## src/rtl/logic_arb_pkg.sv

```systemverilog
// logic_arb_pkg: opcode and FSM state types plus datapath width for logic_op_arbiter
package logic_arb_pkg;
    localparam int DW = 8;
    typedef enum logic [2:0] {
        OP_AND, OP_OR, OP_XOR, OP_XNOR, OP_NOTA, OP_NAND, OP_NOR, OP_PASSA
    } op_e;
    typedef enum logic [1:0] {IDLE, EXEC, DONE} state_e;
endpackage

```

## src/rtl/logic_op_unit.sv

```systemverilog
// logic_op_unit: combinational bitwise operation decode (b ignored for NOT a and PASS a)
module logic_op_unit
    import logic_arb_pkg::*;
(
    input  logic [2:0]    op,
    input  logic [DW-1:0] a,
    input  logic [DW-1:0] b,
    output logic [DW-1:0] y
);
    // decode the opcode into its bitwise function
    always_comb begin
        case (op_e'(op))
            OP_AND:  y = a & b;
            OP_OR:   y = a | b;
            OP_XOR:  y = a ^ b;
            OP_XNOR: y = ~(a ^ b);
            OP_NOTA: y = ~a;
            OP_NAND: y = ~(a & b);
            OP_NOR:  y = ~(a | b);
            default: y = a;
        endcase
    end
endmodule

```

## src/rtl/logic_op_arbiter.sv

```systemverilog
// logic_op_arbiter: round-robin two-requester bitwise op unit; LOGIC_ARB_ZERO_FLAG_EN adds res_zero_out
module logic_op_arbiter
    import logic_arb_pkg::*;
(
    input  logic          clk_in,
    input  logic          rst_n_in,
    input  logic          req0_valid_in,
    input  logic          req1_valid_in,
    output logic          req0_ready_out,
    output logic          req1_ready_out,
    input  logic [2:0]    req0_op_in,
    input  logic [2:0]    req1_op_in,
    input  logic [DW-1:0] req0_a_in,
    input  logic [DW-1:0] req0_b_in,
    input  logic [DW-1:0] req1_a_in,
    input  logic [DW-1:0] req1_b_in,
    output logic          res_valid_out,
    input  logic          res_ready_in,
    output logic [DW-1:0] res_data_out,
    output logic          res_id_out,
`ifdef LOGIC_ARB_ZERO_FLAG_EN
    output logic          res_zero_out,
`endif
    output logic [7:0]    done_cnt_out
);
    state_e        state, state_nxt;
    logic          rr_ptr;
    logic          accept;
    logic          hs;
    logic [2:0]    op_q;
    logic [DW-1:0] a_q, b_q, y;
    logic          id_q;

    logic_op_unit u_op (.op(op_q), .a(a_q), .b(b_q), .y(y));

    assign accept        = req0_ready_out || req1_ready_out;
    assign res_valid_out = (state == DONE);
    assign hs            = res_valid_out && res_ready_in;

    // next state and grant: only IDLE grants, the preferred requester wins a tie
    always_comb begin
        state_nxt      = state;
        req0_ready_out = 1'b0;
        req1_ready_out = 1'b0;
        case (state)
            IDLE: begin
                req0_ready_out = rst_n_in && req0_valid_in && (!req1_valid_in || !rr_ptr);
                req1_ready_out = rst_n_in && req1_valid_in && (!req0_valid_in || rr_ptr);
                state_nxt      = (req0_valid_in || req1_valid_in) ? EXEC : IDLE;
            end
            EXEC:    state_nxt = DONE;
            DONE:    state_nxt = res_ready_in ? IDLE : DONE;
            default: state_nxt = IDLE;
        endcase
    end

    // state register
    always_ff @(posedge clk_in) begin
        if (!rst_n_in) state <= IDLE;
        else           state <= state_nxt;
    end

    // latch the granted operation, register its result, count handshakes
    always_ff @(posedge clk_in) begin
        if (!rst_n_in) begin
            rr_ptr       <= 1'b0;
            op_q         <= '0;
            a_q          <= '0;
            b_q          <= '0;
            id_q         <= 1'b0;
            res_data_out <= '0;
            res_id_out   <= 1'b0;
            done_cnt_out <= '0;
`ifdef LOGIC_ARB_ZERO_FLAG_EN
            res_zero_out <= 1'b0;
`endif
        end else begin
            if (accept) begin
                op_q   <= req1_ready_out ? req1_op_in : req0_op_in;
                a_q    <= req1_ready_out ? req1_a_in  : req0_a_in;
                b_q    <= req1_ready_out ? req1_b_in  : req0_b_in;
                id_q   <= req1_ready_out;
                rr_ptr <= req0_ready_out;
            end
            if (state == EXEC) begin
                res_data_out <= y;
                res_id_out   <= id_q;
`ifdef LOGIC_ARB_ZERO_FLAG_EN
                res_zero_out <= (y == '0);
`endif
            end
            if (hs) done_cnt_out <= done_cnt_out + 8'd1;
        end
    end
endmodule

```

## config.mk

```make
export PLATFORM = sky130hd
export DESIGN_NAME = logic_op_arbiter
export DESIGN_NICKNAME = d
export VERILOG_FILES = /design/src/rtl/logic_arb_pkg.sv /design/src/rtl/logic_op_unit.sv /design/src/rtl/logic_op_arbiter.sv
export SDC_FILE = /design/constraint.sdc
export NUM_CORES = 1
export LEC_CHECK = 0
export ABC_AREA = 1
export CAP_MARGIN = 25
export CORE_MARGIN = 2
export CORE_UTILIZATION = 55
export CTS_CLUSTER_DIAMETER = 60
export DETAILED_ROUTE_END_ITERATION = 7
export GPL_TIMING_DRIVEN = 0
export PLACE_DENSITY = 0.95
export SKIP_CTS_REPAIR_TIMING = 1
export SYNTH_ARGS = -nofsm -noshare
export SYNTH_HDL_FRONTEND = slang
export SYNTH_SLANG_ARGS = --single-unit
```

## constraint.sdc

```tcl
create_clock -name clk_in -period 2.6 [get_ports clk_in]
set_input_delay 0.39 -clock clk_in [delete_from_list [all_inputs] [get_ports clk_in]]
set_output_delay 0.39 -clock clk_in [all_outputs]
set_load 0.02 [all_outputs]
```

[Word-level counts from Yosys, hierarchy flattened]
Index checks and enable logic that the tools add are counted.
W data, S select, Z words.
Cells by class
  bitwise logic cells: 7
  eq/ne operators: 8
  reductions and logical operators: 14
  $add $sub $neg: 1
  mux-type cells: 9
Operators with widths (count)
  $pmux W8 S7: 1
  $not A8 Y8: 4
  $mux W8: 2
  $eq A3 B3 Y1 const B: 3
  $add A8 B1 Y8 const B: 1
  $and A8 B8 Y8: 1
  $or A8 B8 Y8: 1
  $xor A8 B8 Y8: 1
  $eq A3 B2 Y1 const B: 2
  $pmux W2 S3: 1
  $logic_and A1 B1 Y1: 5
  $logic_or A1 B1 Y1: 4
  $eq A3 B1 Y1 const B: 1
  $logic_not A1 Y1: 3
  $logic_not A3 Y1: 1
  $mux W1: 3
  $mux W3: 1
  $eq A2 B1 Y1 const B: 1
  $eq A2 B2 Y1 const B: 1
  $logic_not A2 Y1: 1
  $mux W2: 1
Word-level totals
  output and inout port bits: 20
  bits in registers: 40
  logic and storage cells: 48
  input port bits: 43

[Depth between registers and ports, before layout]
  depth in word-level cells: 5
  depth in mapped cells: 10
  gate-level depth less buffers: 9

[By module]
From an unflattened synthesis, not the netlist that was laid out.
Second synthesis, totals
  cell total of the unflattened synthesis: 463
  area total of the unflattened synthesis: 2854.0 sq um
By module, submodules not included
  logic_op_arbiter: area an instance 1919.3 sq um, cells an instance 287, times used 1, seq. area each 800.8 sq um
  logic_op_unit: area an instance 934.6 sq um, cells an instance 176, times used 1, seq. area each 0.0 sq um

[Worst setup path before layout]
OpenSTA, ideal clock, no wires.
  path type: input to output
  start point: input port rst_n_in
  end point: output port req0_ready_out
  setup slack: 1.211 ns
  arrival time: 0.999 ns
  stages: 6
  path through: buf_4 nand2_1 inv_1 nand2_2 a21oi_4 buf_4
On the way
  word-level cells in the longest chain between the ends: 3
RTL lines
  from (decl): RTL line logic_op_arbiter.sv:6  | input logic rst_n_in,
  $logic_and A1 B1 Y1 (2 in a row): RTL line logic_op_arbiter.sv:47  | req0_ready_out = rst_n_in && req0_valid_in && (!req1_valid_in || !rr_ptr);
  $mux W1: RTL line logic_op_arbiter.sv:45  | case (state)
  to (decl): RTL line logic_op_arbiter.sv:9  | output logic req0_ready_out,
Every way passes these cells.

[Worst setup path in the final report]
  start point: input port req1_valid_in
  end point: output port req1_ready_out
On the way
  word-level cells in the longest chain between the ends: 3
RTL lines
  from (decl): RTL line logic_op_arbiter.sv:8  | input logic req1_valid_in,
  $logic_and A1 B1 Y1 (2 in a row): RTL line logic_op_arbiter.sv:48  | req1_ready_out = rst_n_in && req1_valid_in && (!req0_valid_in || rr_ptr);
  $mux W1: RTL line logic_op_arbiter.sv:45
  to (decl): RTL line logic_op_arbiter.sv:10  | output logic req1_ready_out,
Every way passes these cells.

==> results.yml <==
timing:
  slew_headroom_pct: 57.3
  hold_viol: 0
  tightest_slew_ps: 640
  final.setup_skew_ps: 13.5
  setup_ws_ps: 122
  layout_min_cycle_time_ps: 2480
  max_freq_mhz: 404
  maxSlewViolCount: 0
  fin_crit_sh_pct: 95.3
  finalSetupTns_ps: 0
  setup_viol_count_final: 0
  rsz0062_at_grt: "false"
power_and_ir_drop:
  powerDensity_nw_per_um2: 508
  p_sw_share_pct: 29.1
  clkPwrFrac_pct: 39.1
  ir_drop_uv: 449
  power.internal_mw: 1.31
  p_sw_uw: 541
  power_frac_seq_pct: 36.3
  leakage_nw: 1.78
  p_comb_share_pct: 24.7
finish:
  final_cell_mix: "nand2_1, inv_1, clkdlybuf4s50_1"
  drive_gt1_share_pct: 8.12
  fillCellCount: 398
  postLayoutCellArea_um2: 3650
  fin_cells: 572
  syn_to_final_growth_pct: 30.5
  multi_input_area_um2: 1570
  nNetsFinal: 564
  diodes: 0
  mostFrequentLayoutCell: "nand2_1"
  regArea_um2: 801
placed_design:
  dp_cells: 564
  dp_hpwl_um: 5810
  post-place-ws_ps: 132
  postPlaceCellArea_um2: 3500
  port_buffers: 61
  place_congestion: 0.942
floorplan:
  die_area_um2: 5680
  fp-row-count: 25
  start_util_pct: 58.2
  core-area_um2: 4820
  chipHeight_um: 75.4
  die_x_um: 75.4
  ioPinCount: 63
worst_setup_path:
  end_kind: "primary output"
  startpoint_type: "primary input"
  cp_max_fo: 10
  r2r_cells: 8
  path_class: "in -> out"
  cp.required_ps: 2210
  r2r_slack_ps: 1020
  slowest_delay_ps: 620
  arrival_ps: 2090
  crit_start: "req1_valid_in"
  cp_cell_sequence: "clkdlybuf4s50_1, nand3_2, a21oi_2, buf_6, clkdlybuf4s50_1"
  reg2reg_to: "res_data_out[6]$_SDFFE_PN0N_"
  r2r-start: "op_q[1]$_SDFFE_PN0P_"
  cp_slowest_cell: "clkdlybuf4s50_1"
  crit_top_cell: "clkdlybuf4s50_1"
  worstSetupEndpoint: "req1_ready_out"
logic_synthesis:
  netlist_area_um2: 2800
  yosysSeqAreaShare_pct: 28.6
  yosys_warnings: 0
  ys_types: 33
  synth-seq-cells: 40
  synthCells: 436
  syn_nets: 496
  syn_area_per_cell_um2: 6.43
route:
  vias: 3205
  wl_per_cell_um: 14.6
  route.detailed.drc: 0
  drt_pass1_iterations: 5
  drt_iter0_drc: 322
  vias_per_cell: 5.60
  ant_nets: 0
  wirelength_um: 8370
clock_tree:
  cts_buffer_depth: 2
  htree_levels: 2
  cts_root_buffer: "clkbuf_8"
  clk_latency_ps: 310
  cts_buffers: 5
  tritoncts: "yes"
  cts_sinks: 40
  clkTransAtPathRegs_ps: 90
global_routing:
  grt_max_degree: 14
  gr-total-overflow: 0
  grt_pass1_wl_um: 13400
  grt_pass1_vias: 3085
  antenna_found_initial: 0
  grt.total_usage_pct: 31.1
status:
  status: "finished, final reports clean"
worst_hold_path:
  min_path_type: "in -> reg"
  hold_start: "rst_n_in"
job:
  maxCapViolations: 0
==> cells by family (layout without fill, tap and decap cells) <==
family | count (synthesis) | count (layout) | share of synthesized area [%]
AOI/OAI and AO/OA | 49 | 49 | 11.2
xor gates and xnor gates | 2 | 2 | 0.625
adders and majority gates | 17 | 17 | 7.59
DFF | 40 | 40 | 28.6
buffers and inverters | 99 | 168 | 15.5
and+or+nand+nor | 229 | 229 | 36.6
==> through the flow <==
step	power, mW	hold WS (ps)	utilization (%)
global placement	1.11	444	72.6
CTS	1.83	380	75.9
floorplan	0.957	429	-
global route	1.92	394	75.9
detailed placement	1.13	457	72.6
finish	1.86	370	75.9
==> layout make-up <==
cell class,count,area share (%)
tap,67,2.29
multi-input combinational,297,42.9
buffer,21,3.77
inverter,78,8.08
timing repair buffer,61,16.7
clock inverter,3,2.46
sequential,40,21.9
clock buffer,5,1.88
==> cell usage after synthesis <==
| library cell | n | area share [%] |
|---|---|---|
| dfxtp_1 | 40 | 29 |
| nor2_1 | 24 | 3.2 |
| a21oi_4 | 1 | 0.58 |
| nor3_1 | 4 | 0.71 |
| nand4_1 | 24 | 5.4 |
| ha_1 | 17 | 7.6 |
| nor2_2 | 2 | 0.45 |
| nand2_2 | 1 | 0.22 |
| nand3b_1 | 1 | 0.27 |
| buf_1 | 2 | 0.27 |
| xor2_1 | 2 | 0.63 |
| buf_2 | 8 | 1.4 |
| nand3_1 | 24 | 4.3 |
| o21ai_0 | 2 | 0.36 |
| o31ai_1 | 1 | 0.27 |
| a21oi_2 | 1 | 0.31 |
| o211ai_1 | 19 | 5.1 |
| nor2_8 | 1 | 0.71 |
| nand3_2 | 2 | 0.71 |
| a21oi_1 | 23 | 4.1 |
| inv_1 | 73 | 9.8 |
| nor2_4 | 2 | 0.80 |
| nand2_1 | 141 | 19 |
| nand2_4 | 1 | 0.40 |
| clkbuf_1 | 1 | 0.13 |
| buf_6 | 3 | 1.2 |
| nor3b_1 | 2 | 0.54 |
| inv_4 | 1 | 0.22 |
| clkinv_1 | 1 | 0.13 |
| o21a_1 | 1 | 0.27 |
| buf_4 | 7 | 1.9 |
| o21ai_1 | 1 | 0.18 |
| inv_2 | 3 | 0.40 |
==> critical path, delay by kind of cell <==
kind,cells,cell delay (ps)
AO/OA/AOI/OAI,1,200
AND/OR/NAND/NOR,1,110
buffers and inverters,3,1380
==> power groups by stage <==
stage	clock network (mW)	logic [mW]	registers (mW)
floorplan	0	0.265	0.692
global route	0.746	0.501	0.676
global placement	0	0.430	0.684
CTS	0.714	0.447	0.672
detailed placement	0	0.442	0.686
finish	0.725	0.458	0.673
==> metal layers <==
layer | wire length, um | global-route usage [%]
met5 | 0 | 0
met4 | 242 | 14.0
met3 | 849 | 7.94
met2 | 3960 | 52.6
met1 | 3320 | 37.1
==> worst min-delay path by stage <==
stage,end,cells after the start
2_1_floorplan,res_id_out$_SDFFE_PN0N_,2
3_3_place_gp,res_id_out$_SDFFE_PN0N_,2
3_5_place_dp,res_id_out$_SDFFE_PN0N_,2
4_1_cts,done_cnt_out[6]$_SDFFE_PN0P_,3
5_1_grt,done_cnt_out[6]$_SDFFE_PN0P_,3
6_report,done_cnt_out[6]$_SDFFE_PN0P_,3
==> registers in the layout, summed over array words and instances (netlist names) <==
name and cells:
state 2, res_data_out 8, id_q 1, a_q 8
res_id_out 1, op_q 3, rr_ptr 1, b_q 8
done_cnt_out 8
Power figures use the tool's default switching activity.
==> patch: new RTL, same flow settings <==
Encoding of `state_e`: now one-hot (3 bits for 3 states).
--- a/src/rtl/logic_arb_pkg.sv
+++ b/src/rtl/logic_arb_pkg.sv
@@ -4,6 +4,6 @@
     typedef enum logic [2:0] {
         OP_AND, OP_OR, OP_XOR, OP_XNOR, OP_NOTA, OP_NAND, OP_NOR, OP_PASSA
     } op_e;
-    typedef enum logic [1:0] {IDLE, EXEC, DONE} state_e;
+    typedef enum logic [2:0] {IDLE = 3'b001, EXEC = 3'b010, DONE = 3'b100} state_e;
 endpackage
 
Check against the original RTL: same outputs for any inputs over 10 cycles, from zero or initial values and one cycle with rst_n_in low; not proved beyond that.
==> patch against the original RTL <==
Combinational power down 18%; critical path depth grew 2; die area up 0.76%; worst setup slack got worse by 0.019 ns; sequential cell count increased by 1; area after synthesis increased by 0.80%; final area shrank 0.41%; routed wire length is 2.6% lower; total power down 17%; cell count grew 6.5%; utilization down 3.7 points; critical path type unchanged; largest cell class unchanged.
==> patch: results (changes against the original RTL) <==
status: complete, no violations
Wirelength per Cell: 13.40 um (-8.5%)
number of H-tree levels: 2 (unchanged)
Worst Clk Skew: 0.01305 ns (-0.0004617 ns)
Worst slew margin: 60.89% (+3.6 points)
vias in the first global route: 2,981 (-3.4%)
fin nets: 598 (+6.0%)
CP arrival: 2.11 ns (+0.02 ns)
Cell variety after synth: 26 (-21%)
Fillers: 422 (+6.0%)
DR pass1 iterations: 5 (unchanged)
top cells by count, synth: nand2_1 (186), inv_1 (56), a21oi_1 (44)
register area share after synthesis: 29.07% (+0.48 points)
first-pass GRT wire length: 12,880 um (-4.2%)
total track usage: 29.56% (-1.5 points)
vias per cell: 5.327 (-4.9%)
pre-CTS setup slack: -0.02682 ns (-0.1584 ns)
total CTS buffers: 5 (unchanged)
Synth Warn #: 0 (unchanged)
dpl hpwl: 5793 um (-0.31%)
root buffer cell: clkbuf_8
antenna violations before repair: 0 (unchanged)
Leakage: 1.708 nW (-4.2%)
crit-path max cell delay: 0.62 ns (about the same)
worst hold slack: 0.4367 ns (+0.06663 ns)
Hold Path Cell Cnt: 2 (-1)
HP Class: in -> reg
peak fanout along the critical path: 10 (unchanged)
clock latency on the worst-skew pair: 0.31 ns (about the same)
Worst Min Path Start: rst_n_in
layout cell share with drive strength beyond 1: 6.122% (-2.0 points)
path depth of the worst reg2reg path: 8 (unchanged)
largest net degree at the start of global routing: 14 (unchanged)
Worst-path clk slew: 0.08 ns
CP top delay family: buffers and inverters
VDD IR-drop max: 0.3558 mV (-21%)
RePlAce Congestion: 0.9279 (-1.5%)
origin of the critical flop-to-flop path: op_q[0]
# diodes: 0 (unchanged)
syn nets: 529 (+6.7%)
reg2reg setup slack: 1.02 ns (about the same)
WHS Endpoint: state[0]
ys flop type: dfxtp_1
ys async rst share: 0% (unchanged)
crit path max-delay cell type: clkdlybuf4s50_1
leading post-synthesis cells by cell area: dfxtp_1 (29%), nand2_1 (25%), a21oi_1 (7.8%)
Bufs on Longest Clock Path: 2 (unchanged)
input/output buffers: 62 (+1.6%)
RR Endpoint: res_data_out[0]
DR iter-0 viols: 260 (-19%)
[patch: final cells by class]
type | instances | share of cell area (%)
timing repair buffer | 62 | 17.12
buffer | 23 | 3.163
inverter | 60 | 6.188
clock buffer | 7 | 2.647
tap | 70 | 2.406
multi-input combinational | 345 | 45.69
clock inverter | 1 | 0.2406
sequential | 41 | 22.55
[patch: power by group]
part,switching [mW],total (mW),internal [mW]
Sequential,0.0264,0.684,0.657
Clock,0.233,0.478,0.245
Combinational,0.218,0.377,0.158
Total,0.477,1.54,1.06
[patch: cell families after synthesis]
family,after synthesis,share of synthesized area [%]
AO/OA/AOI/OAI,50,9.216
XOR/XNOR,3,0.9306
adder cells (fa/ha/maj),17,7.532
buffers and inverters,83,12.05
flip-flops,41,29.07
AND/OR/NAND/NOR,275,41.21
[patch: through the flow]
step | area, sq um | instances | utilization, % | power, mW
after floorplan | 2824 | 469 | - | 0.9209
after global placement | 3532 | 601 | 70.05 | 1.056
after detailed placement | 3532 | 601 | 70.05 | 1.066
after CTS | 3637 | 609 | 72.13 | 1.534
after global routing | 3640 | 609 | 72.18 | 1.609
final | 3640 | 609 | 72.18 | 1.538
[patch: routing by layer]
layer  wire (um)  share of wire [%]  vias to the layer above  track usage, %
li1            -                  -                     1616               -
met1        3336                 41                     1467           35.18
met2        3987                 49                      136           50.05
met3         559                6.9                       25           5.820
met4         275                3.4                        0           15.98
met5           0                  0                        -               0
[patch: how the worst max path moves through the flow]
| stage | start | to | slack [ns] | depth (start not counted) |
|---|---|---|---|---|
| detailed placement | rst_n_in | req1_ready_out | -0.03 | 7 |
| global placement | rst_n_in | req1_ready_out | -0.007 | 7 |
| finish | req1_valid_in | req1_ready_out | 0.10 | 7 |
| floorplan | state[1] | req1_ready_out | 1.33 | 4 |
| CTS | rst_n_in | req1_ready_out | -0.03 | 7 |
| global route | req1_valid_in | req1_ready_out | 0.008 | 7 |
[patch: worst reg2reg max path, stage by stage (launching register included)]
cell and delay, ns:
dfxtp_1 0.37, nor2_2 0.32, buf_2 0.31, nand3_1 0.13, nand2_1 0.09, nor2_1 0.05, nand2_1 0.06, nand2_1 0.04
a21oi_1 0.14
